==> src/rtl/systolic_skew_feeder.sv <==
// Skewed tile feeder for pe_8x8_cluster: buffers one tile per row lane and
// streams it diagonally (lane i delayed i cycles), with per-lane done flags.
//
// Optional feature macro: SKEW_FEEDER_OVERRUN_EN (sticky wr_err detection).
//
// Ports:
//   clk, rst        : clock, synchronous active-high reset
//   en              : global enable, 0 freezes all state
//   wr_en/wr_lane/wr_idx/wr_act/wr_wgt : buffer write port (IDLE only)
//   len, start      : tile length (clamped to DEPTH) and stream start
//   array_done      : cluster completion, releases WAIT
//   activations/weights : lane i at [i*DW +: DW], registered
//   done            : per-lane end-of-stream level
//   busy            : high in FEED or WAIT
//   wr_err          : sticky overrun flag (0 unless macro defined)
module systolic_skew_feeder #(
    parameter int LANES = 8,
    parameter int DW    = 16,
    parameter int DEPTH = 4
) (
    input  logic                      clk,
    input  logic                      rst,
    input  logic                      en,
    input  logic                      wr_en,
    input  logic [$clog2(LANES)-1:0]  wr_lane,
    input  logic [3:0]                wr_idx,
    input  logic [DW-1:0]             wr_act,
    input  logic [DW-1:0]             wr_wgt,
    input  logic [3:0]                len,
    input  logic                      start,
    input  logic                      array_done,
    output logic [LANES*DW-1:0]       activations,
    output logic [LANES*DW-1:0]       weights,
    output logic [LANES-1:0]          done,
    output logic                      busy,
    output logic                      wr_err
);

    localparam int LW = $clog2(LANES);
    // counter must reach LANES-1+15
    localparam int CW = $clog2(LANES + 16);

    typedef enum logic [1:0] {
        S_IDLE,
        S_FEED,
        S_WAIT
    } state_t;

    state_t                state_q, state_d;
    logic [CW-1:0]         cnt_q, cnt_d;
    logic [3:0]            len_q, len_d;
    logic [LANES*DW-1:0]   act_q, act_d;
    logic [LANES*DW-1:0]   wgt_q, wgt_d;
    logic [LANES-1:0]      done_q, done_d;
    logic                  busy_q, busy_d;

    logic [DW-1:0]         act_mem_q [LANES][DEPTH];
    logic [DW-1:0]         act_mem_d [LANES][DEPTH];
    logic [DW-1:0]         wgt_mem_q [LANES][DEPTH];
    logic [DW-1:0]         wgt_mem_d [LANES][DEPTH];

    logic                  wr_ok;

    // buffers only change in IDLE; out-of-range indices simply match nothing
    assign wr_ok = en && !rst && wr_en && (state_q == S_IDLE);

    always_comb begin
        act_mem_d = act_mem_q;
        wgt_mem_d = wgt_mem_q;
        for (int i = 0; i < LANES; i++) begin
            for (int k = 0; k < DEPTH; k++) begin
                if (wr_ok && wr_lane == LW'(i) && wr_idx == 4'(k)) begin
                    act_mem_d[i][k] = wr_act;
                    wgt_mem_d[i][k] = wr_wgt;
                end
            end
        end
    end

    always_ff @(posedge clk) begin
        act_mem_q <= act_mem_d;
        wgt_mem_q <= wgt_mem_d;
    end

    always_comb begin
        state_d = state_q;
        cnt_d   = cnt_q;
        len_d   = len_q;
        act_d   = act_q;
        wgt_d   = wgt_q;
        done_d  = done_q;
        busy_d  = busy_q;
        if (en) begin
            unique case (state_q)
                S_IDLE: begin
                    act_d = '0;
                    wgt_d = '0;
                    if (start) begin
                        len_d   = (len > 4'(DEPTH)) ? 4'(DEPTH) : len;
                        cnt_d   = '0;
                        done_d  = '0;
                        busy_d  = 1'b1;
                        state_d = S_FEED;
                    end
                end
                S_FEED: begin
                    act_d = '0;
                    wgt_d = '0;
                    // lane i shows element k when cnt == i+k
                    for (int i = 0; i < LANES; i++) begin
                        for (int k = 0; k < DEPTH; k++) begin
                            if (4'(k) < len_q && cnt_q == CW'(i + k)) begin
                                act_d[i*DW +: DW] = act_mem_q[i][k];
                                wgt_d[i*DW +: DW] = wgt_mem_q[i][k];
                            end
                        end
                        if (cnt_q == CW'(i) + CW'(len_q)) begin
                            done_d[i] = 1'b1;
                        end
                    end
                    cnt_d = cnt_q + CW'(1);
                    if (done_d[LANES-1]) begin
                        state_d = S_WAIT;
                    end
                end
                S_WAIT: begin
                    act_d = '0;
                    wgt_d = '0;
                    if (array_done) begin
                        done_d  = '0;
                        busy_d  = 1'b0;
                        state_d = S_IDLE;
                    end
                end
                default: begin
                    state_d = S_IDLE;
                end
            endcase
        end
    end

    always_ff @(posedge clk) begin
        if (rst) begin
            state_q <= S_IDLE;
            cnt_q   <= '0;
            len_q   <= '0;
            act_q   <= '0;
            wgt_q   <= '0;
            done_q  <= '0;
            busy_q  <= 1'b0;
        end else begin
            state_q <= state_d;
            cnt_q   <= cnt_d;
            len_q   <= len_d;
            act_q   <= act_d;
            wgt_q   <= wgt_d;
            done_q  <= done_d;
            busy_q  <= busy_d;
        end
    end

    assign activations = act_q;
    assign weights     = wgt_q;
    assign done        = done_q;
    assign busy        = busy_q;

`ifdef SKEW_FEEDER_OVERRUN_EN
    logic wr_err_q, wr_err_d;

    always_comb begin
        wr_err_d = wr_err_q;
        if (en && wr_en &&
            (state_q != S_IDLE || wr_idx >= 4'(DEPTH))) begin
            wr_err_d = 1'b1;
        end
    end

    always_ff @(posedge clk) begin
        if (rst) begin
            wr_err_q <= 1'b0;
        end else begin
            wr_err_q <= wr_err_d;
        end
    end

    assign wr_err = wr_err_q;
`else
    assign wr_err = 1'b0;
`endif

endmodule

==> config.mk <==
export PLATFORM = sky130hd
export DESIGN_NAME = systolic_skew_feeder
export DESIGN_NICKNAME = d
export VERILOG_FILES = /design/src/rtl/systolic_skew_feeder.sv
export SDC_FILE = /design/constraint.sdc
export NUM_CORES = 2
export LEC_CHECK = 0
export BUFFER_PORTS_ARGS = -buffer_cell sky130_fd_sc_hd__buf_2
export CORE_MARGIN = 3
export CORE_UTILIZATION = 30
export DETAILED_ROUTE_END_ITERATION = 10
export PLACE_DENSITY = 0.51
export RECOVER_POWER = 100
export SLEW_MARGIN = 10
export SYNTH_ARGS = -nofsm -noshare
export SYNTH_HDL_FRONTEND = slang
export SYNTH_SLANG_ARGS = --single-unit
==> constraint.sdc <==
create_clock -name clk -period 3.3 [get_ports clk]
set_clock_uncertainty 0.15 [all_clocks]
set_input_delay 0.33 -clock clk [delete_from_list [all_inputs] [get_ports clk]]
set_output_delay 0.33 -clock clk [all_outputs]
set_load 0.02 [all_outputs]
**Word level (Yosys, flattened, before mapping)**

Index checks and enable logic that the tools add are counted.

- Bits in registers: 1,300
- Input bits: 49
- Output and inout port bits: 266
- Logic and storage cells: 318

- Add/subtract/negate cells: 8
- Magnitude comparators: 5
- Eq/ne operators: 40
- Mux-type cells: 89
- Reductions and logical operators: 98

Operators by type and width:

| kind | count |
|---|---|
| 16-bit two-way mux | 64 |
| 128-bit one-hot mux with 2 select lines | 2 |
| 1-bit logical AND | 75 |
| 5-bit == test | 7 |
| 5-bit AND reduction | 7 |
| 8-bit one-hot mux with 3 select lines | 1 |
| 3-bit by 4-bit adder with 5-bit output, first input constant | 4 |
| 5-bit by 3-bit == test with 1-bit output, second input constant | 4 |
| 2-bit != test, second input constant | 10 |
| 8-bit two-way mux | 2 |
| 5-bit by 4-bit == test with 1-bit output, second input constant | 3 |
| 3-bit == test, second input constant | 4 |
| 1-bit two-way mux | 12 |
| 4-bit AND reduction | 3 |
| 2-bit by 4-bit adder with 5-bit output, first input constant | 2 |
| 5-bit by 2-bit == test with 1-bit output, second input constant | 2 |
| 5-bit one-hot mux with 2 select lines | 1 |
| 4-bit by 2-bit == test with 1-bit output, second input constant | 2 |
| 1-bit by 4-bit < comparator with 1-bit output, first input constant | 2 |
| 2-bit by 4-bit < comparator with 1-bit output, first input constant | 2 |
| 3-bit by 2-bit == test with 1-bit output, second input constant | 2 |
| 2-bit two-way mux | 3 |
| 2-bit one-hot mux with 3 select lines | 1 |
| 3-bit AND reduction | 2 |
| other kinds (21) | 23 |

**Longest topological paths before layout**

- Word-level depth: 7
- Depth in mapped cells: 10
- Gate-level depth less buffers: 7

**Least setup slack after synthesis**

Ideal clock, no wire load.

- Path kind: in2reg
- Start point: in en
- End point: reg act_mem_q[384] in the netlist's numbering, enable pin
- Library setup time: 0.421 ns
- Arrival: 2.468 ns
- Data required time: 2.729 ns
- Slack: 0.261 ns
- Stages: 6
- Path buffers: 1
- Cell sequence: buf_2 > nor2b_1 > nand3_1 > nor2_1 > nand3b_1 > nor2_1

- Word-level cells in the longest chain between the ends: 5

RTL lines:

| item | RTL line | text |
|---|---|---|
| start, declared | 23 | `input logic en,` |
| 1-bit logical AND (3 in series) | 65 | `assign wr_ok = en && !rst && wr_en && (state_q == S_IDLE);` |
| 1-bit logical AND (2 in series) | 72 | `if (wr_ok && wr_lane == LW'(i) && wr_idx == 4'(k)) begin` |
| end signal, assigned | 81 | `act_mem_q <= act_mem_d;` |
| end, declared | 57 | `logic [DW-1:0] act_mem_q [LANES][DEPTH];` |

No other way between the ends.
A chain may end at the register's enable or synchronous reset.

**Worst setup path in the final report**

- Start point: in en
- End point: reg wgt_mem_q[339] in the netlist's numbering, enable pin

- Word-level cells in the longest chain between the ends: 5

RTL lines:

| item | RTL line | text |
|---|---|---|
| 1-bit logical AND (3 in series) | 65 |  |
| 1-bit logical AND (2 in series) | 72 |  |
| end signal, assigned | 82 | `wgt_mem_q <= wgt_mem_d;` |
| end, declared | 59 | `logic [DW-1:0] wgt_mem_q [LANES][DEPTH];` |

No other way between the ends.

==> results.txt <==
The element type at the critical path start is an input port. Before CTS, the worst setup slack after placement is 381 ps. The first global-routing pass estimated 211000 um of wire. The residual antenna-violating net count after detailed routing came out at 0. For this run the aggregate overflow at the end of global routing stands at 0. Cells with a size suffix above 1 make up 11.8% of the layout.

The final-layout setup total negative slack came out at 0 ps. The worst-case vdd ir drop is 454 uV. Compared with the post-synthesis result, the final layout area differs by 17.7%. The checks that failed: max-capacitance violations, max-slew violations. The number of global-route vias before repair is 27600. The power density normalized to cell area is 613 mW/mm2. The count of different cell masters after synthesis came out at 69. The area of the core region is 0.154 mm2. The leading register cell type out of synthesis is edfxtp_1.

The net total in the final layout is 3273. The worst-skew pair later-pin latency is 770 ps. Row generation in the floorplan step produced 144 rows. The leakage component of the power is 16.3 nW. After detailed routing, the number of remaining DRC violations is 0. The number of CTS-inserted buffers came out at 141. Setup repair after global routing left no endpoint under its margin.

The maximum number of pins on one net before global-route repair is 149. Clock-pin slew was measured on the worst setup and hold paths at 60 ps. The number of iterations in the first detailed-routing pass is 5.

The final period utilization is 90.9%. The required time at the worst-slack endpoint came out at 3520 ps. Setup violations remaining at the end of the flow were counted as 0. The total vias in the final route came out at 28400.

After clock tree synthesis, the flow added hold-fix buffers numbering 14. The final critical delay including setup and external delays came out at 3000 ps. The sequential fraction of design power is 52.4%. For this design the top-level I/O count stands at 315.

Post-CTS repair changed the size of 0 cells. The count of buffers added by post-CTS timing repair for setup came out at 0. The final worst-path setup slack is 300 ps.

The number of nets in the synthesized netlist is 2925. The routed length per placed instance is 27.9 um. The post-detailed-placement half-perimeter wirelength came out at 83200 um. For this block, the routed nets add up to 150000 um of wire. The critical path in this run is classified as in2reg. CTS placed an instance of clkbuf_16 at the clock tree root.

In this run, synthesis produced a sequential element count of 1300. Per report_power, the clock group accounts for 44.9% of the total. The number of hold violations in the final report is 0. The number of max-slew violations in the final report came out at 1017.

The count of warnings emitted by yosys is 0. After synthesis the cells add up to 0.0468 mm2. In this run the vertical extent of the chip is 401 um. The global-route usage over all layers came out at 18.1%.

The run finished, with violations left. In this run, synthesis inferred 1024 flip-flops with an integrated enable. Summed over all nets, the switching power comes to 7.16 mW. The die outline area came out at 0.161 mm2.

The clock sink count is 1300. The number of antenna violations at the first check in global routing came out at 14. The number of DRC markers after the initial detailed-route iteration is 2370. The transition time at the pin with the least slew margin came out at 2680 ps. The fraction of synthesis flops using an asynchronous set or reset pin is 0%.

The maximum clock insertion buffer count came out at 3. The initial standard-cell utilization of the core is 30.3%. The deepest level of the CTS H-tree came out at 4. The routed via count divided by cell count came out at 5.26. The net switching fraction of the power is 21.2%. The worst pin sits at a relative slew slack of -78.7%.

The worst setup path is captured at a register. The die is 401 um wide. The highest net fanout along the worst path is 32. Across the run, the number of max-cap violations was 31. Buffers placed on the I/O ports in this run total 313. The number of fill cells is 14600. Synthesis produced a netlist whose cell count is 2860. The class of the tightest hold or removal check is reg2reg. The maximum frequency from static timing analysis came out at 333 MHz.

Cell internal power was estimated by the tool at 26.6 mW. The final weighted congestion of routability-driven global placement came out at 0.779. The average instance area after synthesis is 16.4 um2. TritonCTS built the clock tree. The sequential fraction of the synthesis area came out at 77.5%. The portion of total power attributed to combinational logic is 2.7%.

Data arrives at the worst endpoint at 3220 ps.
[final timing paths]
path / start / end / slack [ps] / depth (start not counted)
setup / recovery: en / wgt_mem_q[339] / 300 / 9
hold / removal: done[5] / done[5] / 330 / 2
setup reg to reg: len_q[2] / activations[69] / 310 / 8
hold reg to reg: done[5] / done[5] / 330 / 2
[worst max-delay path, stage by stage]
cell	delay [ps]
dlygate4sd3_1	610
clkbuf_1	440
nor2b_1	230
nand3_1	90
nor2_1	220
nand3b_1	210
buf_4	230
nor2_4	70
clkbuf_2	750
[final cells by class]
cell class                 instances  area [um2]  share of cell area, %
antenna                           30        75.1                  0.136
clock buffer                     189        3900                   7.08
clock inverter                    67         532                  0.966
inverter                          13        48.8                 0.0886
multi-input combinational       1316        9500                   17.3
sequential                      1300       36300                   65.9
tap                             2044        2560                   4.64
timing repair buffer             436        2170                   3.94
[kinds of logic after synthesis]
| group | after synthesis | share of synthesized area (%) |
|---|---|---|
| fa+ha+maj | 16 | 0.428 |
| other cells | 1 | 0.00802 |
| mux | 2 | 0.0455 |
| xor+xnor | 19 | 0.388 |
| buf+inv | 244 | 2.27 |
| flops | 1300 | 77.5 |
| compound gates | 1007 | 16.3 |
| simple gates | 271 | 3.01 |
[Yosys cell counts (all sizes together) (2+ instances only)]
master	n	share of area (%)
and2b	3	0.051
nand2b	7	0.094
nor3	18	0.22
clkbuf	158	1.3
a31o	2	0.037
ha	16	0.43
nor4b	2	0.083
xnor2	11	0.22
nand4	3	0.040
o22ai	161	2.2
and4bb	2	0.053
o21ai	132	1.4
nand3b	8	0.16
a221o	64	1.4
edfxtp	1024	66
inv	13	0.10
a21oi	52	0.58
o21a	33	0.53
a222oi	32	0.68
nand4bb	3	0.072
a31oi	5	0.067
nand2	21	0.17
dfxtp	276	12
a22oi	226	3.6
nor2	131	1.1
a211oi	34	0.56
nor3b	2	0.032
o211ai	33	0.53
or3	2	0.027
buf	73	0.90
xor2	8	0.17
and4	2	0.037
and2	38	0.51
and3	6	0.080
nor2b	5	0.067
o32ai	32	0.60
a221oi	192	4.0
nand3	14	0.15
nor4	2	0.027
[routing by layer]
layer | vias up | GRT usage, % | wire length, um | part of all wire (%)
met2 | 947 | 27.8 | 69300 | 46
met3 | 175 | 4.37 | 10700 | 7.1
met1 | 14700 | 25.3 | 67000 | 45
met5 | - | 0 | 12 | 0.0080
met4 | 2 | 5.70 | 3520 | 2.3
li1 | 12600 | - | - | -
[power groups by stage]
stage | sequential [mW] | combinational [mW] | clock, mW
floorplan | 18.0 | 0.317 | 0
global placement | 18.0 | 0.915 | 0
detailed placement | 18.0 | 0.923 | 0
CTS | 17.7 | 0.936 | 15.5
global route | 17.7 | 0.965 | 16.2
finish | 17.7 | 0.899 | 15.2
[flip-flops by register name, summed over array words and instances, names as in the netlist, 2 cells and up]
signal       count
act_mem_q      512
wgt_mem_q      512
activations    128
weights        128
done             8
cnt_q            5
len_q            4
state_q          2
[stage by stage]
step | std cells | hold slack (ps) | power (mW) | instance area [um2] | utilization [%]
2_1_floorplan | 2860 | 279 | 18.3 | 46800 | -
6_report | 5395 | 333 | 33.8 | 55100 | 35.7
4_1_cts | 5365 | 98.0 | 34.2 | 55900 | 36.2
3_5_place_dp | 5095 | 318 | 19.0 | 51300 | 33.2
5_1_grt | 5365 | 313 | 34.8 | 55000 | 35.6
3_3_place_gp | 5095 | 298 | 18.9 | 51300 | 33.2
[layout by cell type, fill, tap and decap left out, drive strengths merged, types with 5 or more instances in the layout]
| cell | instances |
|---|---|
| a221o | 64 |
| a221oi | 192 |
| nor2b | 5 |
| xor2 | 8 |
| o21a | 33 |
| bufinv | 6 |
| and2 | 38 |
| xnor2 | 11 |
| ha | 16 |
| dlygate4sd3 | 14 |
| nand3 | 14 |
| o21ai | 132 |
| a211oi | 34 |
| nand3b | 8 |
| a31oi | 5 |
| clkinv | 50 |
| diode | 30 |
| dfxtp | 276 |
| nand2 | 21 |
| nor3 | 18 |
| and3 | 6 |
| edfxtp | 1024 |
| a21oi | 52 |
| a22oi | 226 |
| buf | 86 |
| o22ai | 161 |
| o32ai | 32 |
| o211ai | 33 |
| nand2b | 7 |
| clkbuf | 525 |
| inv | 21 |
| a222oi | 32 |
| nor2 | 131 |
No activity file was read; power rests on OpenSTA's default activity.
